==> config.mk <==
export PLATFORM = sky130hd
export DESIGN_NAME = mutation_engine
export DESIGN_NICKNAME = d
export VERILOG_FILES = /design/src/rtl/mutation_engine.sv
export SDC_FILE = /design/constraint.sdc
export NUM_CORES = 1
export LEC_CHECK = 0
export ABC_CLOCK_PERIOD_IN_PS = 12100
export CORE_ASPECT_RATIO = 0.6
export CORE_UTILIZATION = 55
export CTS_CLUSTER_SIZE = 24
export DETAILED_ROUTE_END_ITERATION = 16
export MAX_ROUTING_LAYER = met4
export PLACE_DENSITY = 0.75
export SLEW_MARGIN = 20
export SYNTH_ARGS = -nofsm -noshare
export SYNTH_HDL_FRONTEND = slang
export SYNTH_SLANG_ARGS = --single-unit
export TNS_END_PERCENT = 30
==> constraint.sdc <==
create_clock -name clk -period 12.1 [get_ports clk]
set_clock_uncertainty 0.2 [all_clocks]
set_input_delay 2.42 -clock clk [delete_from_list [all_inputs] [get_ports clk]]
set_output_delay 2.42 -clock clk [all_outputs]
set_load 0.01 [all_outputs]
==> src/rtl/mutation_engine.sv <==
// rtl/mutation_engine.sv - LFSR-driven bit-flip mutation stage with valid/ready handshake
// Optional MUTATION_ELITISM_EN: child 0 passes through unmutated while its LFSRs still step.
module mutation_engine #(
    parameter int          CHROM_WIDTH  = 8,
    parameter int          NUM_CHILDREN = 2,
    parameter logic [31:0] SEED_STRIDE  = 32'h1248_8421,
    localparam int         TOTAL        = NUM_CHILDREN * CHROM_WIDTH,
    localparam int         CNT_W        = $clog2(TOTAL + 1)
) (
    input  logic             clk,
    input  logic             reset,
    input  logic [31:0]      seed,
    input  logic             seed_load,
    input  logic [7:0]       mut_rate,
    input  logic             in_valid,
    output logic             in_ready,
    input  logic [TOTAL-1:0] orig_children,
    output logic             out_valid,
    input  logic             out_ready,
    output logic [TOTAL-1:0] mut_children,
    output logic [CNT_W-1:0] mut_count
);

    localparam int          K    = TOTAL / 4;
    localparam logic [31:0] TAPS = 32'h8020_0003;

    typedef enum logic {INIT, RUN} state_t;

    state_t             state_q, state_d;
    logic [31:0]        lfsr_q [K];
    logic [31:0]        lfsr_d [K];
    logic               out_valid_q, out_valid_d;
    logic [TOTAL-1:0]   mut_children_q, mut_children_d;
    logic [CNT_W-1:0]   mut_count_q, mut_count_d;
    logic [TOTAL-1:0]   flip_mask;
    logic [CNT_W-1:0]   flip_count;
    logic               accept;

    // An all-zero state would lock the LFSR, so it is replaced by 1.
    function automatic logic [31:0] seed_for(input logic [31:0] base, input int k);
        logic [31:0] s;
        s = base + 32'(k) * SEED_STRIDE;
        return (s == 32'h0) ? 32'h1 : s;
    endfunction

    function automatic logic [31:0] lfsr_step(input logic [31:0] s);
        return {1'b0, s[31:1]} ^ (s[0] ? TAPS : 32'h0);
    endfunction

    assign in_ready     = (state_q == RUN) && !seed_load && (!out_valid_q || out_ready);
    assign accept       = in_valid && in_ready;
    assign out_valid    = out_valid_q;
    assign mut_children = mut_children_q;
    assign mut_count    = mut_count_q;

    // Flat bit i takes byte (i%4) of LFSR i/4 as its random byte.
    always_comb begin
        flip_mask  = '0;
        flip_count = '0;
        for (int i = 0; i < TOTAL; i++) begin
            flip_mask[i] = lfsr_q[i/4][8*(i%4) +: 8] < mut_rate;
        end
`ifdef MUTATION_ELITISM_EN
        flip_mask[CHROM_WIDTH-1:0] = '0;
`endif
        for (int i = 0; i < TOTAL; i++) begin
            flip_count = flip_count + CNT_W'(flip_mask[i]);
        end
    end

    always_comb begin
        state_d        = state_q;
        lfsr_d         = lfsr_q;
        out_valid_d    = out_valid_q;
        mut_children_d = mut_children_q;
        mut_count_d    = mut_count_q;
        case (state_q)
            INIT: begin
                for (int k = 0; k < K; k++) lfsr_d[k] = seed_for(seed, k);
                state_d = RUN;
            end
            RUN: begin
                if (seed_load) begin
                    for (int k = 0; k < K; k++) lfsr_d[k] = seed_for(seed, k);
                end else if (accept) begin
                    for (int k = 0; k < K; k++) lfsr_d[k] = lfsr_step(lfsr_q[k]);
                end
            end
            default: state_d = INIT;
        endcase
        // Accept wins over drain so a simultaneous handshake loads with no bubble.
        if (accept) begin
            mut_children_d = orig_children ^ flip_mask;
            mut_count_d    = flip_count;
            out_valid_d    = 1'b1;
        end else if (out_ready) begin
            out_valid_d = 1'b0;
        end
    end

    always_ff @(posedge clk) begin
        if (!reset) begin
            state_q        <= INIT;
            out_valid_q    <= 1'b0;
            mut_children_q <= '0;
            mut_count_q    <= '0;
            for (int k = 0; k < K; k++) lfsr_q[k] <= 32'h0;
        end else begin
            state_q        <= state_d;
            out_valid_q    <= out_valid_d;
            mut_children_q <= mut_children_d;
            mut_count_q    <= mut_count_d;
            for (int k = 0; k < K; k++) lfsr_q[k] <= lfsr_d[k];
        end
    end

endmodule
* Word level (Yosys, flattened, before mapping)
Cells that the tools add are included.
Word-level totals: flip-flop bits (word level) 151, input bits 61, output and inout bits 23
Operators by class: add/subtract/negate cells 18, $lt $le $gt $ge 16, equal/unequal tests 1, multiplexer cells 14, bitwise operators 6, reduce and logical (&&, ||, !) cells 11
Operator list (count):
- 128-bit two-way mux | 2
- 32-bit two-way mux | 8
- 128-bit one-hot mux with 2 select lines | 1
- 32-bit zero test | 4
- 8-bit < comparator | 16
- 31-bit by 32-bit bitwise XOR with 32-bit output | 4
- 32-bit by 30-bit adder with 32-bit output (second input constant) | 2
- 5-bit by 1-bit adder with 5-bit output | 11
- 32-bit by 29-bit adder with 32-bit output (second input constant) | 1
- 16-bit bitwise XOR | 1
- 4-bit by 1-bit adder with 5-bit output | 1
- 3-bit by 1-bit adder with 4-bit output | 1
- 2-bit by 1-bit adder with 3-bit output | 1
- 1-bit logical AND | 3
- 1-bit two-way mux | 3
- 3-bit by 2-bit inequality test with 1-bit output (second input constant) | 1
- 1-bit by 1-bit adder with 2-bit output | 1
- 1-bit zero test | 2
- 2-bit nonzero test | 1
- 1-bit logical OR | 1
- 1-bit inverter | 1

* Depth between registers and ports, before layout
Gate-level depths: netlist of run 1.
depth in word-level cells 16, gate-level depth with buffers 21

* Least setup slack after synthesis of run 1
No wires, ideal clock.
kind input-to-reg, start point in mut_rate[1], end point reg mut_count_q[3], in the netlist mut_count[3], library setup time 0.071 ns, arrival time 7.510 ns, slack 4.320 ns, stages 21, buffers on the path 0, cells stage by stage inv_1 -> ha_1 -> a21o_1 -> a21o_1 -> a21o_1 -> a21o_1 -> a2111oi_0 -> nor2_1 -> fa_1 -> inv_1 -> fa_1 -> fa_1 -> inv_1 -> fa_1 -> inv_1 -> ha_1 -> a21o_1 -> a21oi_1 -> xnor2_1 -> nand2_1 -> a21oi_1
Between the ends: longest elaborated chain between the ends 16
RTL lines:
- from (decl) | line 14 | input logic [7:0] mut_rate,
- 8-bit < comparator | line 61 | flip_mask[i] = lfsr_q[i/4][8*(i%4) +: 8] < mut_rate;
- 1-bit by 1-bit adder with 2-bit output | line 67 | flip_count = flip_count + CNT_W'(flip_mask[i]);
- 2-bit by 1-bit adder with 3-bit output | line 67
- 3-bit by 1-bit adder with 4-bit output | line 67
- 4-bit by 1-bit adder with 5-bit output | line 67
- 5-bit by 1-bit adder with 5-bit output (10 in series) | line 67
- 5-bit by 1-bit adder with 5-bit output * | line 67
- to (signal assigned) | line 112 | mut_count_q <= mut_count_d;
- to (decl) | line 34 | logic [CNT_W-1:0] mut_count_q, mut_count_d;
Every way passes the cells marked *; elsewhere a longest branch is shown, timed or not. A chain may end at the register's enable or synchronous reset.

* Worst setup path after layout of run 1
Same ends and word-level chain as after synthesis.

==> results of run 1 <==
==> routing by layer <==
metal | wire length, µm | vias to the layer above | GRT usage, %
met2 | 18800 | 820 | 56.4
met4 | 1620 | 0 | 15.7
met1 | 18800 | 6092 | 54.1
met5 | 0 | - | -
li1 | - | 5881 | -
met3 | 5260 | 142 | 9.20
==> worst register-to-register path, cell delays in order (launching register included) <==
cell and delay (ps):
dfxtp_1 330, ha_1 280, a21o_1 160, a21o_1 170, a21o_1 170, a21o_1 160
a2111oi_0 900, nor2_1 180, fa_1 560, inv_1 70, fa_1 440, fa_1 510
inv_1 50, fa_1 590, inv_1 60, ha_1 290, a21o_1 180, a21oi_1 170
xnor2_1 140, nand2_1 70, a21oi_1 150
==> path summary, 6_finish.rpt <==
kind                 from            to  slack (ps)  cells after the start
max           mut_rate[1]  mut_count[3]        3370                     22
min          mut_count[3]  mut_count[3]         260                      2
max reg2reg   lfsr_q[105]  mut_count[3]        6220                     20
min reg2reg  mut_count[3]  mut_count[3]         260                      2
==> cells in the mapped netlist (22+ instances only) <==
library cell,count
nand2_1,267
dfxtp_1,151
ha_1,123
nor2_1,119
o21ai_0,98
clkbuf_1,95
a311oi_1,77
a21oi_1,72
xnor2_1,70
a21o_1,68
inv_1,34
nor3_1,34
and3_1,25
nor4_1,25
nand2b_1,22
nand3_1,22
xor2_1,22
==> power groups by stage <==
stage | clock [µW] | combinational (µW) | sequential (µW)
finish | 596 | 559 | 581
global route | 621 | 617 | 585
CTS | 596 | 547 | 580
detailed placement | 0 | 540 | 590
global placement | 0 | 527 | 590
floorplan | 0 | 381 | 581
==> state kept, by name, summed over array words and instances, names as in the netlist <==
| signal | count |
|---|---|
| lfsr_q | 128 |
| mut_count | 5 |
| out_valid | 1 |
| state_q | 1 |
| mut_children | 16 |
==> cell families (layout without fill, tap and decap cells) <==
group | Yosys count | after routing | synth area share (%)
flip-flops | 151 | 151 | 24.5
AND/OR/NAND/NOR | 610 | 610 | 23.3
multiplexers | 3 | 3 | 0.243
buffers and inverters | 162 | 174 | 5.02
XOR/XNOR | 92 | 92 | 6.52
AO/OA/AOI/OAI | 459 | 459 | 26.4
adder cells (fa/ha/maj) | 133 | 133 | 14.1
==> stage by stage <==
| step | util [%] | instances | power [µW] | instance area, µm² |
|---|---|---|---|---|
| after floorplan | - | 1610 | 961 | 12400 |
| after global placement | 60.2 | 1876 | 1120 | 13300 |
| after detailed placement | 60.2 | 1876 | 1130 | 13300 |
| after CTS | 63.1 | 1908 | 1720 | 13900 |
| after global routing | 63.1 | 1908 | 1820 | 13900 |
| final | 63.1 | 1908 | 1740 | 13900 |
==> area by class of cell <==
| cell class | count | area [µm²] |
|---|---|---|
| Multi-Input combinational cell | 1297 | 8740 |
| Fill cell | 1944 | 8130 |
| Sequential cell | 151 | 3020 |
| Timing Repair Buffer | 106 | 998 |
| Clock buffer | 21 | 470 |
| Tap cell | 286 | 358 |
| Clock inverter | 11 | 170 |
| Inverter | 36 | 135 |
==> reports/qor.yml, run 1 <==
outcome:
  status: "finished clean"
routing:
  drt-total-wl_um: 44400
  dr.pass1.iters: 6
  drt-initial-drc-count: 1693
  routed_via_density: 6.78
  routedWlPerCell_um: 23.3
  drcViolationCount: 0
  vias: 12900
  postRouteAntennaNets: 0
synth:
  ys.flop_type: "dfxtp_1"
  ys_ff_latch: 151
  yosysSeqAreaShare_pct: 24.5
  synth-async-reset-ratio_pct: 0
  synth_edf_count: 0
  syn-mean-instance-area_um2: 7.68
  netlist_area_um2: 12400
  syn_nets: 1804
  ys_types: 73
  synthCells: 1610
  synth_top_area_cell: "dfxtp_1"
  yosysTopAreaCellShare_pct: 24.5
  ys_top_cells_by_area: "dfxtp_1 (24%), ha_1 (12%), nand2_1 (8.1%), a311oi_1 (5.5%), xnor2_1 (5.0%)"
  yosys_warnings: 0
place:
  pre_cts_ws_ps: 3070
  port-buffer-count: 83
  dp_hpwl_um: 30000
  gp_congestion: 0.956
sta:
  fin_crit_ps: 8730
  rsz0062_at_grt: "false"
  fin_ws_ps: 3370
  tns_ps: 0
  tightest_slew_ps: 1140
  slew_headroom_pct: 24.1
  fmax_mhz: 115
  setup_violations: 0
  min_period_over_period_pct: 72.1
  hold_violations: 0
  drv_slew: 0
  finalHoldWorstSlack_ps: 258
power_and_ir_drop:
  power-per-cell-area_nw_per_um2: 125
  pwr-share-seq_pct: 33.5
  leakagePower_uw: 0.00592
  pwr-share-clk_pct: 34.3
  power_switching_uw: 598
  irDropWorstVdd_mv: 0.101
  p_int_uw: 1140
  netSwitchingFraction_pct: 34.4
  pwr-share-comb_pct: 32.2
clock_tree:
  htreeDepth: 4
  cts_buffer_depth: 2
  post_cts_resized: 0
  clock_sinks: 151
  cts_tree: "built"
  clock_latency_ps: 450
  cts_setup_buffers: 0
  cts-buffers-inserted: 17
  cts_hold_buf: 0
  clk_pin_slew_ps: 70
  cts_root_buf: "clkbuf_16"
flow_run:
  maxCapViolations: 0
setup_path:
  cp.arrival_ps: 8910
  crit_chain: "clkdlybuf4s50_1, inv_1, ha_1, a21o_1, a21o_1, a21o_1, a21o_1, a2111oi_0, nor2_1, fa_1, inv_1, fa_1, fa_1, inv_1, fa_1, inv_1, ha_1, a21o_1, a21oi_1, xnor2_1, nand2_1, a21oi_1"
  cp.required_ps: 12290
  path_class: "in2reg"
  crit_buf_inv: 5
  cp_slowest_stage_delay_ps: 900
  worstPathMaxFanout: 16
  crit_top_cell: "a21o_1"
  startpoint_type: "input port"
  cp_top_family: "adder cells"
  end_kind: "register"
  cp_slowest_cell: "a2111oi_0"
layout:
  final_common_cell: "nand2_1"
  area_growth_syn_to_layout_pct: 12.4
  antennaDiodeCount: 0
  nets: 1803
  mostFrequentLayoutCells: "nand2_1 (266), dfxtp_1 (151), ha_1 (123)"
  drive_above_1_share_pct: 5.73
floorplanning:
  chipWidth_um: 196
  rows: 42
  die_area_um2: 23100
  start_util_pct: 56.1
  io_pins: 84
  fp.dieH_um: 118
  core_area_um2: 22000
grt:
  antenna_found_initial: 0
  grt_start_max_net_pins: 96
  grt_pass1_vias: 12000
  grt_pass1_wl_um: 68400
  grt-ovfl-total: 0
  grt_usage_pct: 39.7
hold_path:
  hold_class: "reg2reg"
No activity file was read; power rests on OpenSTA's default activity.
==> run 2, diff against run 1 <==
ABC_CLOCK_PERIOD_IN_PS = 7600   (was 12100)
PLACE_DENSITY = 0.78   (was 0.75)
clock period = 7.6 ns   (was 12.1 ns; I/O delays follow)
==> reports/qor.yml, run 2 (synthesis gave the netlist of run 1 again) <==
outcome:
  status: "finished clean"
power_and_ir_drop:
  power-per-cell-area_nw_per_um2: 198  # +58%
  irDropWorstVdd_mv: 0.184  # +83%
  leakagePower_uw: 0.00602  # +1.7%
floorplanning:
  rows: 42  # unchanged
  start_util_pct: 56.1  # unchanged
  io_pins: 84  # unchanged
  die_area_um2: 23100  # unchanged
  chipWidth_um: 196  # unchanged
  fp.dieH_um: 118  # unchanged
  core_area_um2: 22000  # unchanged
layout:
  largest_register_ff_count: 128  # unchanged
  nets: 1824  # +1.2%
  area_growth_syn_to_layout_pct: 13.9
  antennaDiodeCount: 0  # unchanged
  final_common_cell: "nand2_1"
  finish.utilization_pct: 64.0  # +0.86 points
  largest-register: "lfsr_q"
  stdcell_area_um2: 14100  # +1.4%
  fillers: 1957  # +0.67%
  mostFrequentLayoutCells: "nand2_1 (266), dfxtp_1 (151), ha_1 (123)"
  drive_above_1_share_pct: 7.06  # +1.3 points
sta:
  tightest_slew_ps: 1040  # -94.4 ps
  fmax_mhz: 136
  setup_violations: 0  # unchanged
  slew_headroom_pct: 28.6  # +4.5 points
  min_period_over_period_pct: 97.0
  fin_ws_ps: 225  # -3150 ps
  hold_violations: 0  # unchanged
  rsz0062_at_grt: "false"
  fin_crit_ps: 7380
  finalHoldWorstSlack_ps: 256  # -2.31 ps
  drv_slew: 0  # unchanged
clock_tree:
  cts_buffer_depth: 2  # unchanged
  clk_pin_slew_ps: 60  # about the same
  cts_tree: "built"
  cts_setup_buffers: 0  # unchanged
  cts-buffers-inserted: 17  # unchanged
  cts_root_buf: "clkbuf_16"
  clock_sinks: 151  # unchanged
  htreeDepth: 4  # unchanged
  post_cts_resized: 0  # unchanged
  cts_hold_buf: 0  # unchanged
  clock_latency_ps: 440  # about the same
setup_path:
  cp.arrival_ps: 7530  # -1380 ps
  crit_buf_inv: 6  # +1
  cp_slowest_stage_delay_ps: 600  # -300 ps
  worstPathMaxFanout: 9  # -7
  end_kind: "register"
  cp_top_family: "adder cells"
  cp_slowest_cell: "fa_1"
  cp.required_ps: 7760  # -4530 ps
  crit_chain: "clkdlybuf4s50_1, clkinvlp_4, ha_1, a21o_1, a21o_1, a21o_1, a21o_1, a2111oi_0, buf_4, nor2_1, fa_1, inv_1, fa_1, fa_1, inv_1, fa_1, inv_1, ha_1, a21o_1, a21oi_1, xnor2_1, nand2_1, a21oi_1"
  crit_top_cell: "a21o_1"
  path_class: "in2reg"
  startpoint_type: "input port"
flow_run:
  maxCapViolations: 0  # unchanged
routing:
  dr.pass1.iters: 6  # unchanged
  drcViolationCount: 0  # unchanged
  drt-initial-drc-count: 1646  # -2.8%
  routed_via_density: 6.80  # +0.36%
  vias: 13100  # +1.5%
  postRouteAntennaNets: 0  # unchanged
  drt-total-wl_um: 44900  # +1.1%
  routedWlPerCell_um: 23.3  # about the same
place:
  dp_hpwl_um: 31500  # +5.1%
  placed_area_um2: 13400  # +1.4%
  gp_congestion: 1.00  # +4.7%
  pre_cts_ws_ps: -76.5  # -3140 ps
  port-buffer-count: 83  # unchanged
grt:
  grt_usage_pct: 39.6  # -0.14 points
  grt-ovfl-total: 0  # unchanged
  grt_pass1_wl_um: 68700  # +0.42%
  antenna_found_initial: 0  # unchanged
  grt_pass1_vias: 12000  # +0.13%
  grt_start_max_net_pins: 206  # +110%
hold_path:
  hold_class: "reg2reg"
-- run 2: report_power, final --
group / switching [µW] / leakage [µW] / internal [µW]
Sequential: 67.1 / 0.00125 / 863
Combinational: 530 / 0.00446 / 392
Clock: 378 / 0.000303 / 557
Total: 975 / 0.00602 / 1810
-- run 2: per-layer routing --
metal	vias up	part of all wire [%]	wire length [µm]	track usage, %
li1	5931	-	-	-
met1	6281	43	19200	54.6
met2	807	42	18900	55.6
met3	105	12	5520	10.3
met4	0	2.6	1190	13.1
met5	-	0	0	-
-- run 2: worst register-to-register path: cells and delay by family, from the launching register on --
kind | cells | cell delay [ps]
compound gates | 8 | 1690
xor+xnor | 1 | 140
buf+inv | 4 | 380
fa+ha+maj | 6 | 2670
flops | 1 | 380
simple gates | 2 | 130
-- run 2: area by class of cell --
| cell class | instances | area (µm²) | share of cell area, % |
|---|---|---|---|
| Inverter | 36 | 139 | 0.986 |
| Timing Repair Buffer | 127 | 1180 | 8.39 |
| Clock buffer | 17 | 425 | 3.02 |
| Multi-Input combinational cell | 1297 | 8740 | 62.1 |
| Tap cell | 286 | 358 | 2.54 |
| Clock inverter | 15 | 215 | 1.53 |
| Sequential cell | 151 | 3020 | 21.5 |
-- run 2: path summary, 6_finish.rpt --
| path | depth (start not counted) | from | slack, ps | endpoint |
|---|---|---|---|---|
| max | 23 | mut_rate[1] | 220 | mut_count[3] |
| min | 2 | mut_count[4] | 260 | mut_count[4] |
| max reg2reg | 21 | lfsr_q[97] | 1930 | mut_count[3] |
| min reg2reg | 2 | mut_count[4] | 260 | mut_count[4] |
-- run 2: metrics by stage --
step	std cells	total power, µW	setup TNS, ps
2_1_floorplan	1610	1530	0
3_3_place_gp	1897	1810	0
3_5_place_dp	1897	1840	-76.5
4_1_cts	1929	2770	0
5_1_grt	1929	2920	0
6_report	1929	2790	0
==> run 3, diff against run 2 <==
ABC_CLOCK_PERIOD_IN_PS = 7100   (was 7600)
PLACE_DENSITY = 0.75   (was 0.78)
clock period = 7.1 ns   (was 7.6 ns; I/O delays follow)
==> reports/qor.yml, run 3 (synthesis gave the netlist of run 1 again) <==
outcome:
  status: "finished clean"
grt:
  grt_pass1_vias: 11800  # -1.4%
  grt_pass1_wl_um: 68600  # -0.18%
  antenna_found_initial: 0  # unchanged
  grt-ovfl-total: 0  # unchanged
  grt_usage_pct: 39.6  # +0.088 points
  grt_start_max_net_pins: 206  # unchanged
power_and_ir_drop:
  irDropWorstVdd_mv: 0.180  # -2.1%
  power-per-cell-area_nw_per_um2: 214  # +8.2%
  pwr-share-clk_pct: 34.4  # +0.8 points
  pwr-share-seq_pct: 32.6  # -0.7 points
  power_switching_uw: 1040  # +6.4%
  pwr-share-comb_pct: 33.0  # about the same
  leakagePower_uw: 0.00610  # +1.4%
  netSwitchingFraction_pct: 34.0  # -0.98 points
  p_int_uw: 2010  # +11%
clock_tree:
  cts-buffers-inserted: 17  # unchanged
  cts_root_buf: "clkbuf_16"
  clock_latency_ps: 450  # about the same
  htreeDepth: 4  # unchanged
  cts_tree: "built"
  cts_buffer_depth: 2  # unchanged
  clk_pin_slew_ps: 70  # about the same
  clock_sinks: 151  # unchanged
setup_path:
  reg2reg_from: "lfsr_q[41]"
  cp_slowest_cell: "fa_1"
  cp.arrival_ps: 7090  # -440 ps
  cp_top_family: "adder cells"
  end_kind: "register"
  crit_start: "mut_rate[1]"
  crit_buf_inv: 6  # unchanged
  cp_slowest_stage_delay_ps: 560  # -40 ps
  crit_chain: "clkdlybuf4s50_1, clkinvlp_4, buf_12, ha_1, a21o_1, a21o_1, a21o_1, a21o_1, a2111oi_1, buf_4, nor2_1, fa_1, inv_1, fa_1, fa_1, fa_1, ha_1, inv_1, fa_1, xnor2_1, nand2_1, a21oi_1"
  startpoint_type: "input port"
  worstPathMaxFanout: 9  # unchanged
  crit_top_cell: "fa_1"
  cp.required_ps: 7280  # -480 ps
  path_class: "in2reg"
routing:
  drcViolationCount: 0  # unchanged
  routedWlPerCell_um: 23.2  # -0.37%
  drt-total-wl_um: 44900  # about the same
  postRouteAntennaNets: 0  # unchanged
  vias: 13000  # -1.1%
  drt-initial-drc-count: 1659  # +0.79%
  dr.pass1.iters: 5  # -1
  routed_via_density: 6.70  # -1.6%
layout:
  largest-register: "lfsr_q"
  final_common_cell: "nand2_1"
  area_growth_syn_to_layout_pct: 15.2
  mostFrequentLayoutCells: "nand2_1 (266), dfxtp_1 (151), ha_1 (123)"
  nets: 1834  # +0.55%
  fillers: 1897  # -3.1%
  seq_area_um2: 3020  # unchanged
  final_cells: 1938  # +0.47%
  drive_above_1_share_pct: 7.93  # +0.87 points
  largest_register_ff_count: 128  # unchanged
  multi_input_area_um2: 8770  # +0.40%
  antennaDiodeCount: 0  # unchanged
floorplanning:
  core_area_um2: 22000  # unchanged
  die_area_um2: 23100  # unchanged
  start_util_pct: 56.1  # unchanged
  chipWidth_um: 196  # unchanged
  rows: 42  # unchanged
  io_pins: 84  # unchanged
  fp.dieH_um: 118  # unchanged
sta:
  fin_crit_ps: 6910
  hold_violations: 0  # unchanged
  slew_headroom_pct: 30.4  # +1.8 points
  fmax_mhz: 145
  tns_ps: 0  # unchanged
  tightest_slew_ps: 1040  # -2.99 ps
  min_period_over_period_pct: 97.3
  drv_slew: 0  # unchanged
  fin_ws_ps: 193  # -31.4 ps
  setup_violations: 0  # unchanged
place:
  port-buffer-count: 83  # unchanged
  pre_cts_ws_ps: -336  # -259 ps
  dp_hpwl_um: 31100  # -1.3%
  gp_congestion: 0.953  # -4.8%
  dp.cells: 1906  # +0.47%
hold_path:
  min_from: "mut_count[2]"
  hold_class: "reg2reg"
flow_run:
  maxCapViolations: 0  # unchanged
[run 3: changes by cell type in the layout (fill, tap and decap cells not counted)]
cell and delta:
inv_6 -4, a2111oi_0 -4, clkinv_2 +1, clkinvlp_4 -1, a2111oi_1 -2, a2111oi_2 +6, buf_12 +2, bufinv_16 +1
inv_8 -1, buf_4 +8, clkbuf_8 +3
[run 3: worst paths after layout]
| path | cells after the start | slack [ps] | endpoint |
|---|---|---|---|
| max | 22 | 190 | mut_count[2] |
| min | 2 | 260 | mut_count[2] |
| max reg2reg | 19 | 1560 | mut_count[2] |
| min reg2reg | 2 | 260 | mut_count[2] |
[run 3: metrics by stage]
stage	cell area (µm²)	hold WS, ps	total power, µW	utilization, %
finish	14200	264	3050	64.7
global route	14200	299	3200	64.7
CTS	14200	260	3020	64.4
detailed placement	13500	251	1970	61.4
global placement	13500	238	1950	61.4
floorplan	12400	249	1640	-
[run 3: worst reg2reg max path: stages (launching register included)]
cell,delay (ps)
dfxtp_1,400
ha_1,260
a21o_1,160
a21o_1,180
a21o_1,180
a21o_1,180
a2111oi_1,440
buf_4,200
nor2_1,50
fa_1,460
inv_1,170
fa_1,470
fa_1,520
fa_1,560
ha_1,180
inv_1,60
fa_1,400
xnor2_1,170
nand2_1,70
a21oi_1,160
[run 3: power by group through the flow]
stage | clock network (µW) | logic (µW) | registers (µW)
finish | 1050 | 1010 | 993
global route | 1090 | 1110 | 1000
detailed placement | 0 | 966 | 1010
floorplan | 0 | 648 | 990
global placement | 0 | 945 | 1010
CTS | 1050 | 977 | 990
[run 3: area by class of cell]
type                            count  area share, %
Clock buffer                       20           3.28
Inverter                           36          0.975
Multi-Input combinational cell   1297           61.6
Clock inverter                     11           1.38
Tap cell                          286           2.51
Timing Repair Buffer              137           9.00
Sequential cell                   151           21.2
[run 3: repair_timing]
action,CTS,global route
buffers inserted,0,1
setup endpoints to repair,0,4
hold endpoints to repair,0,0
gates resized for setup,0,13
hold buffers,0,0
[run 3: routing by layer]
layer,global-route usage [%],vias up,part of all wire [%]
li1,-,5936,-
met1,55.1,6188,44
met2,55.9,756,42
met3,9.97,99,11
met4,12.4,0,2.8
met5,-,-,0
==> variant (config.mk and constraints of run 3) <==
Change the parameter `NUM_CHILDREN` from 2 to 4.
--- a/src/rtl/mutation_engine.sv
+++ b/src/rtl/mutation_engine.sv
@@ -2,7 +2,7 @@
 // Optional MUTATION_ELITISM_EN: child 0 passes through unmutated while its LFSRs still step.
 module mutation_engine #(
     parameter int          CHROM_WIDTH  = 8,
-    parameter int          NUM_CHILDREN = 2,
+    parameter int          NUM_CHILDREN = 4,
     parameter logic [31:0] SEED_STRIDE  = 32'h1248_8421,
     localparam int         TOTAL        = NUM_CHILDREN * CHROM_WIDTH,
     localparam int         CNT_W        = $clog2(TOTAL + 1)
Ports: changed (resized mut_children, mut_count and orig_children); port bits go from 84 to 117. The function was not compared with the original's and may differ.
==> variant against run 3 <==
- die area increased by 98%
- wire length increased to 2.6 times the old value
- sequential cell count increased by 145
- final area increased by 100%
- via count increased by 120%
- sequential power increased by 98%
- highest routed layer unchanged
- setup slack got worse by 0.14 ns
- global-route usage increased by 10 points
- total power increased by 120%
- area after synthesis increased by 100%
==> variant: results <==
export IMPL_clkbuf_count=46
export IMPL_seq_cells=296
export IMPL_firstDrtPassIters=9
export IMPL_drive_gt1_frac=0.104
export IMPL_leakage_nw=11.7
export IMPL_post_layout_nonfiller_instances=4023
export IMPL_antenna_found_initial=8
export IMPL_postSynthAreaPerCell_um2=7.48
export IMPL_buffers_excl_clock=342
export IMPL_num_multi_input_gates=2693
export IMPL_io_buffers=116
export IMPL_grt_met3_usage=0.249
export IMPL_grtUsageMet2=0.639
export IMPL_largest_register_ffs=256
export IMPL_place_congestion=1.10
export IMPL_r2r_setup_slack_ns=0.89
export IMPL_fin_nets=3760
export IMPL_grt_usage=0.501
export IMPL_htreeDepth=1
export IMPL_muxShareOfSynthArea=0.00385
export IMPL_grt_max_degree=106
export IMPL_final_nonclk_buf_share=0.108
export IMPL_setup_worst_path_end="mut_count[4]$_SDFFE_PN0P_"
export IMPL_status="complete, no violations"
export IMPL_drt_iter0_markers=4894
export IMPL_clk_latency_ns=0.65
export IMPL_yosysUniqueCellTypes=79
export IMPL_nNonClkInverters=52
export IMPL_worstHoldStart="mut_count[5]$_SDFFE_PN0P_"
export IMPL_synth_xor_area_share=0.0884
export IMPL_cts_made_buffers=30
export IMPL_min_to="mut_count[5]$_SDFFE_PN0P_"
export IMPL_crit_start="mut_rate[6]"
export IMPL_synthAdderAreaFrac=0.143
export IMPL_synth_compound_area_frac=0.232
export IMPL_synthTopCellsByCount="589 x nand2_1, 314 x nor2_1, 296 x dfxtp_1"
export IMPL_slew_headroom=0.119
export IMPL_final_clk_cell_share=0.0345
export IMPL_r2r_end="mut_count[4]$_SDFFE_PN0P_"
export IMPL_whs_ns=0.272
export IMPL_nFillCells=3729
export IMPL_post_drt_wl_per_cell_um=28.7
export IMPL_die_area_um2=45800
export IMPL_crit_fanout=13
export IMPL_place_hpwl_um=82600
export IMPL_r2r_start="lfsr_q[121]$_SDFFE_PN0P_"
export IMPL_clock_path_buffers=3
export IMPL_grt_pass1_wl_um=168000
export IMPL_grt_pass1_vias=25958
export IMPL_sh_seq_area=0.206
export IMPL_synth_net_count=3643
export IMPL_synth_area_leaders="dfxtp_1 24%, ha_1 12%, nand2_1 9.0%, xnor2_1 6.9%, a311oi_1 6.3%"
==> variant: cell count changes after synthesis, sizes merged, moves of 33 or more <==
cell    change
a21oi     +135
a311oi    +101
clkbuf    +116
dfxtp     +145
ha        +121
nand2     +322
nor2      +195
nor2b      +38
nor3       +54
o21ai      +45
xnor2     +124
xor2       +33
==> variant: stage by stage <==
| step | util | worst slack [ns] | power (mW) |
|---|---|---|---|
| after floorplan | - | -0.385 | 3.83 |
| after global placement | 0.626 | -0.870 | 4.80 |
| after detailed placement | 0.626 | -0.955 | 4.93 |
| after CTS | 0.654 | -0.139 | 6.64 |
| after global routing | 0.659 | -0.164 | 7.13 |
| final | 0.659 | 0.0570 | 6.83 |
==> variant: critical path, cell delays in order <==
cell and delay, ns:
clkdlybuf4s50_1 0.47, inv_1 0.06, buf_12 0.17, ha_1 0.29
or3_1 0.34, o21ai_0 0.11, a21oi_2 0.10, fa_1 0.52
fa_2 0.66, fa_1 0.46, fa_1 0.51, fa_1 0.49
inv_1 0.05, fa_1 0.49, ha_2 0.19, inv_2 0.04
fa_2 0.38, inv_2 0.06, a21o_1 0.12, a21oi_2 0.06
xnor2_1 0.19, nand2_1 0.09, a21oi_2 0.13
==> variant: repair_timing <==
action,4_1_cts,5_1_grt
gates resized for setup,19,34
setup buffers,13,11
pin swaps,19,28
hold endpoints to repair,0,0
cloned,2,1
endpoints found under the setup margin,4,5
==> variant: power by group <==
group	internal, mW	leakage [nW]	total, mW	switching, mW
Clock	0.902	0.490	1.67	0.764
Sequential	1.81	2.46	1.97	0.163
Combinational	1.39	8.73	3.19	1.80
Total	4.10	11.7	6.83	2.73
==> variant: routing by layer <==
layer / vias to the layer above / share of wire
li1: 12047 / -
met1: 13483 / 0.39
met2: 2281 / 0.38
met3: 363 / 0.19
met4: 0 / 0.041
met5: - / 0
